File: config.mk
export PLATFORM = sky130hd
export DESIGN_NAME = serial_subtractor_flat
export DESIGN_NICKNAME = d
export VERILOG_FILES = /design/src/rtl/serial_subtractor_if.sv /design/src/rtl/serial_subtractor.sv /design/src/flat_wrapper.sv
export SDC_FILE = /design/constraint.sdc
export NUM_CORES = 1
export LEC_CHECK = 0
export ABC_AREA = 1
export CORE_ASPECT_RATIO = 1.75
export CORE_UTILIZATION = 54
export CTS_BUF_LIST = sky130_fd_sc_hd__clkbuf_2 sky130_fd_sc_hd__clkbuf_4 sky130_fd_sc_hd__clkbuf_8
export DETAILED_ROUTE_END_ITERATION = 10
export GPL_TIMING_DRIVEN = 0
export PLACE_DENSITY = 0.81
export SLEW_MARGIN = 20
export SYNTH_ARGS = -nofsm -noshare
export SYNTH_HDL_FRONTEND = slang
export SYNTH_SLANG_ARGS = --single-unit
File: constraint.sdc
create_clock -name clk -period 2.35 [get_ports clk]
set_input_delay 0.705 -clock clk [delete_from_list [all_inputs] [get_ports clk]]
set_output_delay 0.705 -clock clk [all_outputs]
set_load 0.01 [all_outputs]
File: src/rtl/serial_subtractor_if.sv
// rtl/serial_subtractor_if.sv - request/result bundle for the bit-serial subtractor
//
// Purpose: groups the operand request and result signals of serial_subtractor.
// Signals:
//   start       request pulse, sampled by the subtractor only while idle
//   input_1     minuend, captured on an accepted start
//   input_2     subtrahend, captured on an accepted start
//   busy        subtractor is shifting or finishing
//   done        one-cycle strobe, difference/borrow just updated
//   difference  (input_1 - input_2) mod 2^WIDTH, held between completions
//   borrow      1 iff input_1 < input_2 (unsigned)
// Modports: master drives the request, slave (the subtractor) drives results.
interface serial_subtractor_if #(
  parameter int WIDTH = 8
) ();
  logic             start;
  logic [WIDTH-1:0] input_1;
  logic [WIDTH-1:0] input_2;
  logic             busy;
  logic             done;
  logic [WIDTH-1:0] difference;
  logic             borrow;

  modport master (
    output start, input_1, input_2,
    input  busy, done, difference, borrow
  );

  modport slave (
    input  start, input_1, input_2,
    output busy, done, difference, borrow
  );
endinterface

File: src/rtl/serial_subtractor.sv
// rtl/serial_subtractor.sv - bit-serial unsigned subtractor, LSB first
//
// Purpose: computes input_1 - input_2 one bit per clock with a single
// full-subtractor cell and a borrow flip-flop.
// Ports:
//   clk  system clock, rising edge
//   rst  synchronous reset, active-high
//   bus  serial_subtractor_if.slave (start/operands in, busy/done/result out)
module serial_subtractor #(
  parameter int WIDTH = 8
) (
  input  logic                  clk,
  input  logic                  rst,
  serial_subtractor_if.slave    bus
);

  localparam int              CW   = $clog2(WIDTH);
  localparam logic [CW-1:0]   LAST = CW'(WIDTH - 1);

  typedef enum logic [1:0] {
    S_IDLE  = 2'd0,
    S_SHIFT = 2'd1,
    S_DONE  = 2'd2
  } state_t;

  state_t           r_state;
  logic [WIDTH-1:0] r_a;
  logic [WIDTH-1:0] r_b;
  logic [WIDTH-1:0] r_r;
  logic             r_br;
  logic [CW-1:0]    r_cnt;
  logic             r_busy;
  logic             r_done;
  logic [WIDTH-1:0] r_diff;
  logic             r_borrow;

  logic             w_d;
  logic             w_br_next;

  // Full-subtractor cell on the current LSBs.
  assign w_d       = r_a[0] ^ r_b[0] ^ r_br;
  assign w_br_next = (~r_a[0] & r_b[0]) | (~(r_a[0] ^ r_b[0]) & r_br);

  always_ff @(posedge clk) begin
    if (rst) begin
      r_state  <= S_IDLE;
      r_a      <= '0;
      r_b      <= '0;
      r_r      <= '0;
      r_br     <= 1'b0;
      r_cnt    <= '0;
      r_busy   <= 1'b0;
      r_done   <= 1'b0;
      r_diff   <= '0;
      r_borrow <= 1'b0;
    end else begin
      r_done <= 1'b0;
      case (r_state)
        S_IDLE: begin
          if (bus.start) begin
            r_a     <= bus.input_1;
            r_b     <= bus.input_2;
            r_br    <= 1'b0;
            r_cnt   <= '0;
            r_busy  <= 1'b1;
            r_state <= S_SHIFT;
          end
        end
        S_SHIFT: begin
          // Result fills from the MSB side so bit 0 lands at R[0] after WIDTH shifts.
          r_a   <= r_a >> 1;
          r_b   <= r_b >> 1;
          r_r   <= {w_d, r_r[WIDTH-1:1]};
          r_br  <= w_br_next;
          r_cnt <= r_cnt + CW'(1);
          if (r_cnt == LAST) begin
            r_state <= S_DONE;
          end
        end
        S_DONE: begin
          r_diff   <= r_r;
          r_borrow <= r_br;
          r_done   <= 1'b1;
          r_busy   <= 1'b0;
          r_state  <= S_IDLE;
        end
        default: begin
          r_state <= S_IDLE;
          r_busy  <= 1'b0;
        end
      endcase
    end
  end

  assign bus.busy       = r_busy;
  assign bus.done       = r_done;
  assign bus.difference = r_diff;
  assign bus.borrow     = r_borrow;

endmodule

File: src/flat_wrapper.sv
// flat-port wrapper written by rule: the top's interface ports become plain ports
module serial_subtractor_flat 
#(
  parameter int WIDTH = 8
)
  (clk, rst, bus_start, bus_input_1, bus_input_2, bus_busy, bus_done, bus_difference, bus_borrow);
  serial_subtractor_if #(.WIDTH(WIDTH)) bus_i ();
  input  logic clk;
  input  logic rst;
  input wire logic [$bits(bus_i.start)-1:0] bus_start;
  input wire logic [$bits(bus_i.input_1)-1:0] bus_input_1;
  input wire logic [$bits(bus_i.input_2)-1:0] bus_input_2;
  output wire logic [$bits(bus_i.busy)-1:0] bus_busy;
  output wire logic [$bits(bus_i.done)-1:0] bus_done;
  output wire logic [$bits(bus_i.difference)-1:0] bus_difference;
  output wire logic [$bits(bus_i.borrow)-1:0] bus_borrow;
  assign bus_i.start = bus_start;
  assign bus_i.input_1 = bus_input_1;
  assign bus_i.input_2 = bus_input_2;
  assign bus_busy = bus_i.busy;
  assign bus_done = bus_i.done;
  assign bus_difference = bus_i.difference;
  assign bus_borrow = bus_i.borrow;
  serial_subtractor #(.WIDTH(WIDTH)) u_core (.clk(clk), .rst(rst), .bus(bus_i));
endmodule
# Word level (Yosys, flattened, before mapping)
# Cells that the tools add are included.
# Widths: inputs -> output; s select.
[totals]
ff_bits = 41
in_bits = 19
output_inout_bits = 11
word_cells = 43
[op_classes]
add_sub_neg = 1
eq_ne = 5
n_mux = 14
n_bitwise = 8
n_reduce_logical = 5
[op_table]
columns = ["operator", "count"]
rows = [
  ["$pmux 8 s2", 2],
  ["$mux 8", 2],
  ["$pmux 3 s2", 1],
  ["$reduce_and 2->1", 3],
  ["$mux 2", 2],
  ["$pmux 1 s2", 2],
  ["$pmux 2 s2", 1],
  ["$add 3x1->3 const B", 1],
  ["$eq 3x3->1 const B", 1],
  ["$mux 1", 3],
  ["$mux 3", 1],
  ["$not 1->1", 3],
  ["$and 1x1->1", 2],
  ["$eq 2x1->1 const B", 1],
  ["$eq 2x2->1 const B", 1],
  ["$logic_not 2->1", 1],
  ["$ne 2x1->1 const B", 1],
  ["$ne 2x2->1 const B", 1],
  ["$reduce_bool 2->1", 1],
  ["$xor 1x1->1", 2],
  ["$or 1x1->1", 1],
]

# Depth between registers and ports, before layout
# Gate-level depths: netlist of the first run.
[depth]
depth_word = 5
ltp_mapped = 7
ltp_nobuf = 6

# Worst setup path before layout of the first run
# No wires, ideal clock.
[synth_timing]
path_type = "input-to-reg"
from = "input port rst"
to = "register u_core.r_diff[0] (netlist: u_core.bus.difference[0])"
setup_ns = 0.065
arrival_ns = 1.254
required_time_ns = 2.285
path_slack_ns = 1.032
path_stages = 4
path_buffers = 1
cell_sequence = "inv_1 -> clkbuf_1 -> o21ai_0 -> nor2_1"
[synth_rtl]
columns = ["element", "line", "rtl"]
rows = [
  ["start: declaration", "flat_wrapper.sv:9", "input logic rst;"],
  ["end signal: assignment", "serial_subtractor.sv:81", "r_diff <= r_r;"],
  ["end: declaration", "serial_subtractor.sv:34", "logic [WIDTH-1:0] r_diff;"],
]

# Worst setup path in the final report of the first run
[layout_timing]
from = "register u_core.r_borrow (netlist: u_core.bus.borrow)"
to = "output port bus_borrow"
[layout_rtl]
columns = ["element", "line", "rtl"]
rows = [
  ["start: declaration", "serial_subtractor.sv:35", "logic r_borrow;"],
  ["start signal: assignment", "serial_subtractor.sv:82", "r_borrow <= r_br;"],
  ["end: declaration", "flat_wrapper.sv:16", "output wire logic [$bits(bus_i.borrow)-1:0] bus_borrow;"],
]
# No word-level cell between the ends.

==> reports/summary.log, run 1 <==
[clock_tree] clock root cell sky130_fd_sc_hd__clkbuf_8
[route] Final Routed Wirelength 3520 um
[grt] number of antenna violations at the first check in global routing 0
[synth] share of the yosys chip area belonging to registers 46.8%
[setup_path] path type of the worst setup path reg2out
[synth] Synthesized Nets 280
[clock_tree] total clock sinks 41
[floorplan] Core Box Area 0.00311 mm^2
[power] peak supply drop 0.502 mV
[setup_path] r2r worst-path depth 6
[setup_path] end of the worst register-to-register path u_core.r_b[0]
[finish] leading cell types in the layout, fill and taps excluded 81 x sky130_fd_sc_hd__nor2_1, 66 x sky130_fd_sc_hd__nand2_1, 41 x sky130_fd_sc_hd__dfxtp_1
[finish] P&R area growth vs syn 24.8%
[clock_tree] post-CTS resize count 0
[sta] measured slew at the worst slew-check pin 423 ps
[sta] # setup viols final 0
[route] Detailed Routing Iterations Pass 1 4
[place] half-perimeter wire length after detailed placement 2610 um
[route] number of nets with antenna violations after routing 0
[place] final RePlAce weighted congestion 0.788
[place] Post-Place Setup Slack 128 ps
[sta] post-route clock period utilization 80.5%
[sta] number of slew-limit violations in the final report 0
[grt] wire length of the first global-routing pass 6070 um
[hold_path] worst hold endpoint u_core.r_cnt[2]
[setup_path] dominant delay contributor by cell family on the critical path buffers and inverters
[sta] final period demand of the worst path 1890 ps
[setup_path] cells along the critical path clkdlybuf4s50_1
[clock_tree] clock input transition at the sequential cells of the worst setup and hold paths 80 ps
[sta] headroom to the max-slew limit 71.8%
[clock_tree] TritonCTS Buffers 5
[floorplan] # IOs 30
[sta] unrepaired setup endpoints after global routing false
[clock_tree] Longest Clk Path Bufs 2
[clock_tree] number of H-tree levels 2
[clock_tree] number of buffers inserted by hold repair at cts 0
[job] number of max-cap violations 0
[grt] largest net degree at the start of global routing 13
[sta] final setup TNS 0 ps
[grt] gr usage total 23.0%
[sta] peak clock frequency supported by timing 529 MHz
[power] power density over the cells 674 mW/mm^2
[hold_path] worst hold path depth 2
[power] static leakage 1.03 nW
[floorplan] Site Rows 27
[hold_path] path class of the lowest-slack min-delay path reg2reg
[setup_path] worst path required time 1640 ps
[setup_path] critical path buffer and inverter count 1
[setup_path] endpoint class of the critical path output port
[synth] Yosys warning count 0
[clock_tree] TritonCTS clock tree built
[setup_path] Max stage delay cell, worst path sky130_fd_sc_hd__clkdlybuf4s50_1
[sta] least setup slack across all paths after layout 459 ps
[finish] fraction of layout cells with a size suffix above 1 7.46%
[synth] cells after synthesis 258
[synth] Cell Area, Synth 0.00175 mm^2
[synth] post-synthesis average cell area 6.80 um^2
[finish] number of nets in the finished design 316
[floorplan] die height 77.4 um
[setup_path] launch point of the worst reg-to-reg path u_core.r_state[1]
[route] number of violations reported at the end of detailed-routing iteration 0 28
[setup_path] startpoint kind of the worst setup timing path flop
[setup_path] Reg2Reg Setup Slack 1090 ps
[synth] library cells used by synthesis 19
[sta] maximum clock skew at final layout 7.73 ps
[grt] sum of overflow across all layers after global routing 0
[floorplan] width of the die 45.1 um
[setup_path] delay of the slowest cell on the worst path 550 ps
[setup_path] data arrival time of the critical path 1190 ps
[route] drt drc 0
[clock_tree] clock latency reported for the late side of the worst-skew pair 290 ps
[place] quantity of I/O buffers inserted on ports 29
[route] drt via density 4.75
[route] vias 1607
[finish] most common cell after layout, fill and taps aside sky130_fd_sc_hd__nor2_1
[floorplan] Initial Util 56.4%
[finish] antenna fix cells 0
[outcome] status completed
[grt] via count of the first global-routing pass 1513
[sta] Hold Fails Final Rpt 0
[clock_tree] post-CTS setup repair buffer count 0
[setup_path] highest fanout seen on the critical path 2
[floorplan] Die Area 0.00349 mm^2
[route] Routed wire per std cell 10.4 um
[hold_path] hold wc startpoint u_core.r_cnt[2]
[synth] total of flip-flops plus latches after synthesis 41
[cells in the mapped netlist]
| cell type | count | share of area (%) |
|---|---|---|
| sky130_fd_sc_hd__o21ai_1 | 1 | 0.29 |
| sky130_fd_sc_hd__clkbuf_1 | 3 | 0.64 |
| sky130_fd_sc_hd__ha_1 | 2 | 1.4 |
| sky130_fd_sc_hd__buf_6 | 2 | 1.3 |
| sky130_fd_sc_hd__nor3_1 | 1 | 0.29 |
| sky130_fd_sc_hd__nand2_1 | 66 | 14 |
| sky130_fd_sc_hd__a21oi_1 | 4 | 1.1 |
| sky130_fd_sc_hd__inv_2 | 3 | 0.64 |
| sky130_fd_sc_hd__buf_4 | 1 | 0.43 |
| sky130_fd_sc_hd__inv_1 | 21 | 4.5 |
| sky130_fd_sc_hd__o21ai_0 | 20 | 5.7 |
| sky130_fd_sc_hd__nand3_1 | 3 | 0.86 |
| sky130_fd_sc_hd__nor2_4 | 2 | 1.3 |
| sky130_fd_sc_hd__buf_2 | 4 | 1.1 |
| sky130_fd_sc_hd__nor2_1 | 81 | 17 |
| sky130_fd_sc_hd__nand2_4 | 1 | 0.64 |
| sky130_fd_sc_hd__dfxtp_1 | 41 | 47 |
| sky130_fd_sc_hd__nand2_2 | 1 | 0.36 |
| sky130_fd_sc_hd__fa_1 | 1 | 1.1 |
[layer usage]
layer	share of wire (%)	global-route usage, %
met1	41	23.1
met2	53	42.5
met3	3.4	5.12
met4	2.2	9.39
met5	0	0
[through the flow]
stage	area, um^2	util [%]	hold slack (ps)	instances	power (mW)
2_1_floorplan	1750	-	438	258	0.952
6_report	2190	70.5	476	338	1.48
5_1_grt	2190	70.5	504	338	1.56
3_5_place_dp	2100	67.5	468	330	1.03
4_1_cts	2190	70.5	480	338	1.49
3_3_place_gp	2100	67.5	454	330	1.03
[report_power, final]
| group | switching (mW) | internal, mW | total (mW) |
|---|---|---|---|
| registers | 0.0271 | 0.744 | 0.772 |
| logic | 0.140 | 0.105 | 0.244 |
| clock network | 0.227 | 0.233 | 0.460 |
[sequential cells by signal, indices dropped and copies added, names as in the netlist]
register	flops
u_core.bus.borrow	1
u_core.bus.busy	1
u_core.bus.difference	8
u_core.bus.done	1
u_core.r_a	8
u_core.r_b	8
u_core.r_br	1
u_core.r_cnt	3
u_core.r_r	8
u_core.r_state	2
[cells by family (layout without fill, tap and decap cells)]
group | after synthesis | count (layout) | synth area share, %
compound gates | 25 | 25 | 7.13
buf+inv | 34 | 71 | 8.63
simple gates | 155 | 155 | 34.9
fa+ha+maj | 3 | 3 | 2.57
flops | 41 | 41 | 46.8
[how the worst max path moves through the flow]
stage | from | to | slack, ps | cells after the start
finish | u_core.bus.borrow | bus_borrow | 460 | 1
global placement | rst | u_core.bus.difference[3] | 130 | 5
detailed placement | rst | u_core.bus.difference[0] | 130 | 5
CTS | rst | u_core.bus.difference[0] | 430 | 5
floorplan | rst | u_core.bus.difference[0] | 1030 | 4
global route | rst | u_core.bus.difference[2] | 270 | 5
[cell type report]
| type | instances | area, um^2 |
|---|---|---|
| tap | 43 | 53.8 |
| fill | 295 | 918 |
| buffer | 10 | 61.3 |
| inverter | 24 | 90.1 |
| clock buffer | 7 | 83.8 |
| timing repair buffer | 29 | 290 |
| sequential | 41 | 821 |
| multi-input combinational | 183 | 782 |
| clock inverter | 1 | 7.51 |
Note: power is estimated with default switching activity, not from simulation.
==> inputs of run 2 (changes only) <==
--- a/config.mk
+++ b/config.mk
@@ -7,11 +7,11 @@
 export LEC_CHECK = 0
 export ABC_AREA = 1
 export CORE_ASPECT_RATIO = 1.75
-export CORE_UTILIZATION = 54
+export CORE_UTILIZATION = 49
 export CTS_BUF_LIST = sky130_fd_sc_hd__clkbuf_2 sky130_fd_sc_hd__clkbuf_4 sky130_fd_sc_hd__clkbuf_8
 export DETAILED_ROUTE_END_ITERATION = 10
 export GPL_TIMING_DRIVEN = 0
-export PLACE_DENSITY = 0.81
+export PLACE_DENSITY = 0.78
 export SLEW_MARGIN = 20
 export SYNTH_ARGS = -nofsm -noshare
 export SYNTH_HDL_FRONTEND = slang
==> constraint.sdc (replaced) <==
create_clock -name clk -period 1.6 [get_ports clk]
set_input_delay 0.48 -clock clk [delete_from_list [all_inputs] [get_ports clk]]
set_output_delay 0.48 -clock clk [all_outputs]
set_load 0.01 [all_outputs]
==> reports/summary.log, run 2 (synthesized netlist as in run 1, its figures left out) <==
[grt] number of antenna violations at the first check in global routing 0 [unchanged]
[setup_path] Max stage delay cell, worst path sky130_fd_sc_hd__clkdlybuf4s50_1 [unchanged]
[power] peak supply drop 0.795 mV [was 0.502 mV]
[route] Routed wire per std cell 10.4 um [about the same]
[finish] area used by multi-input combinational logic 782 um^2 [unchanged]
[grt] met1 Use GR 22.4% [was 23.1%]
[sta] peak clock frequency supported by timing 694 MHz
[sta] headroom to the max-slew limit 79.4% [was 71.8%]
[power] static leakage 1.09 nW [was 1.03 nW]
[sta] # setup viols final 0 [unchanged]
[finish] number of nets in the finished design 316 [unchanged]
[sta] least setup slack across all paths after layout 160 ps [was 459 ps]
[setup_path] data arrival time of the critical path 1670 ps [was 1190 ps]
[grt] via count of the first global-routing pass 1464 [was 1513]
[setup_path] highest fanout seen on the critical path 10 [was 2]
[grt] wire length of the first global-routing pass 5940 um [was 6070 um]
[place] quantity of I/O buffers inserted on ports 29 [unchanged]
[sta] number of slew-limit violations in the final report 0 [unchanged]
[power] power density over the cells 1050 mW/mm^2 [was 674 mW/mm^2]
[sta] unrepaired setup endpoints after global routing false [unchanged]
[clock_tree] TritonCTS Buffers 5 [unchanged]
[sta] final period demand of the worst path 1440 ps
[setup_path] worst path required time 1830 ps [was 1640 ps]
[sta] Hold Fails Final Rpt 0 [unchanged]
[place] half-perimeter wire length after detailed placement 2540 um [was 2610 um]
[floorplan] Initial Util 51.6% [was 56.4%]
[grt] largest net degree at the start of global routing 15 [was 13]
[clock_tree] number of H-tree levels 2 [unchanged]
[floorplan] width of the die 47.2 um [was 45.1 um]
[finish] antenna fix cells 0 [unchanged]
[clock_tree] Longest Clk Path Bufs 2 [unchanged]
[route] drt drc 0 [unchanged]
[grt] fraction of met3 tracks used by global routing 5.56% [was 5.12%]
[floorplan] Die Area 0.00383 mm^2 [was 0.00349 mm^2]
[setup_path] path type of the worst setup path in2reg [was reg2out]
[finish] P&R area growth vs syn 25.7% [was 24.8%]
[sta] measured slew at the worst slew-check pin 308 ps [was 423 ps]
[outcome] status completed [unchanged]
[place] final RePlAce weighted congestion 0.771 [was 0.788]
[grt] gr usage total 21.5% [was 23.0%]
[finish] Filler cells 333 [was 295]
[finish] utilization after layout 64.9% [was 70.5%]
[grt] busiest metal layer after global routing met2 [unchanged]
[floorplan] die height 81.2 um [was 77.4 um]
[clock_tree] post-CTS setup repair buffer count 0 [unchanged]
[setup_path] delay of the slowest cell on the worst path 540 ps [was 550 ps]
[sta] post-route clock period utilization 90.0%
[route] number of violations reported at the end of detailed-routing iteration 0 27 [was 28]
[finish] leading cell types in the layout, fill and taps excluded 81 x sky130_fd_sc_hd__nor2_1, 66 x sky130_fd_sc_hd__nand2_1, 41 x sky130_fd_sc_hd__dfxtp_1 [unchanged]
[setup_path] cells along the critical path clkdlybuf4s50_1, inv_2, clkbuf_2, o21ai_0, nor2_1 [was clkdlybuf4s50_1]
[floorplan] Core Box Area 0.00340 mm^2 [was 0.00311 mm^2]
[clock_tree] TritonCTS clock tree built [unchanged]
[finish] most common cell after layout, fill and taps aside sky130_fd_sc_hd__nor2_1 [unchanged]
[grt] GRT met2 Usage 37.4% [was 42.5%]
[job] number of max-cap violations 0 [unchanged]
[grt] sum of overflow across all layers after global routing 0 [unchanged]
[clock_tree] clock input transition at the sequential cells of the worst setup and hold paths 80 ps [about the same]
[sta] hold slack 474 ps [was 476 ps]
[clock_tree] clock latency reported for the late side of the worst-skew pair 300 ps [was 290 ps]
[route] vias 1579 [was 1607]
[setup_path] startpoint kind of the worst setup timing path input port [was flop]
[hold_path] path class of the lowest-slack min-delay path reg2reg [unchanged]
[finish] area of all sequential standard cells 821 um^2 [unchanged]
[finish] fraction of layout cells with a size suffix above 1 8.81% [was 7.46%]
[floorplan] # IOs 30 [unchanged]
[route] number of nets with antenna violations after routing 0 [unchanged]
[sta] maximum clock skew at final layout 9.18 ps [was 7.73 ps]
[place] Post-Place Setup Slack -417 ps [was 128 ps]
[clock_tree] total clock sinks 41 [unchanged]
[route] drt via density 4.64 [was 4.75]
[power] Design Power 2.33 mW [was 1.48 mW]
[route] Final Routed Wirelength 3520 um [about the same]
[route] Detailed Routing Iterations Pass 1 4 [unchanged]
[setup_path] endpoint class of the critical path flop [was output port]
[floorplan] Site Rows 28 [was 27]
[clock_tree] clock root cell sky130_fd_sc_hd__clkbuf_8 [unchanged]
## run 2: per-layer routing
layer,vias to the layer above,wire length [um]
met5,-,0
met4,0,70
met3,6,90
met2,20,1890
met1,707,1470
li1,846,-
## run 2: final timing paths
path	startpoint	to	slack, ps	cells past startpoint
max	rst	u_core.r_cnt[0]	160	5
min	u_core.r_cnt[1]	u_core.r_cnt[1]	470	2
max reg2reg	u_core.r_state[1]	u_core.r_b[0]	360	6
min reg2reg	u_core.r_cnt[1]	u_core.r_cnt[1]	470	2
## run 2: what timing repair did
item / in CTS / in global routing
pin swaps: 0 / 0
hold buffers: 0 / 0
gates resized for setup: 13 / 3
cloned: 0 / 0
setup endpoints to repair: 31 / 12
## run 2: metrics by stage
step / instance area [um^2] / TNS (ps) / instances
4_1_cts: 2200 / 0 / 340
3_5_place_dp: 2100 / -9550 / 332
3_3_place_gp: 2100 / -9650 / 332
2_1_floorplan: 1750 / 0 / 258
6_report: 2210 / 0 / 340
5_1_grt: 2210 / 0 / 340
## run 2: layout make-up
type	count	share of cell area (%)
Timing Repair Buffer	29	12.5
Inverter	24	4.08
Clock buffer	5	3.12
Multi-Input combinational cell	183	35.5
Tap cell	45	2.55
Sequential cell	41	37.2
Buffer	10	2.95
Clock inverter	3	2.10
## run 2: where the power goes
| group | leakage (nW) | internal, mW | switching [mW] |
|---|---|---|---|
| Clock | 0.0543 | 0.467 | 0.369 |
| Combinational | 0.704 | 0.153 | 0.204 |
| Sequential | 0.336 | 1.09 | 0.0389 |
| Total | 1.09 | 1.71 | 0.612 |
## run 2: critical path: cells and delay by family
family,cells,cell delay (ps)
and+or+nand+nor,1,100
AOI/OAI and AO/OA,1,120
buffers and inverters,3,970
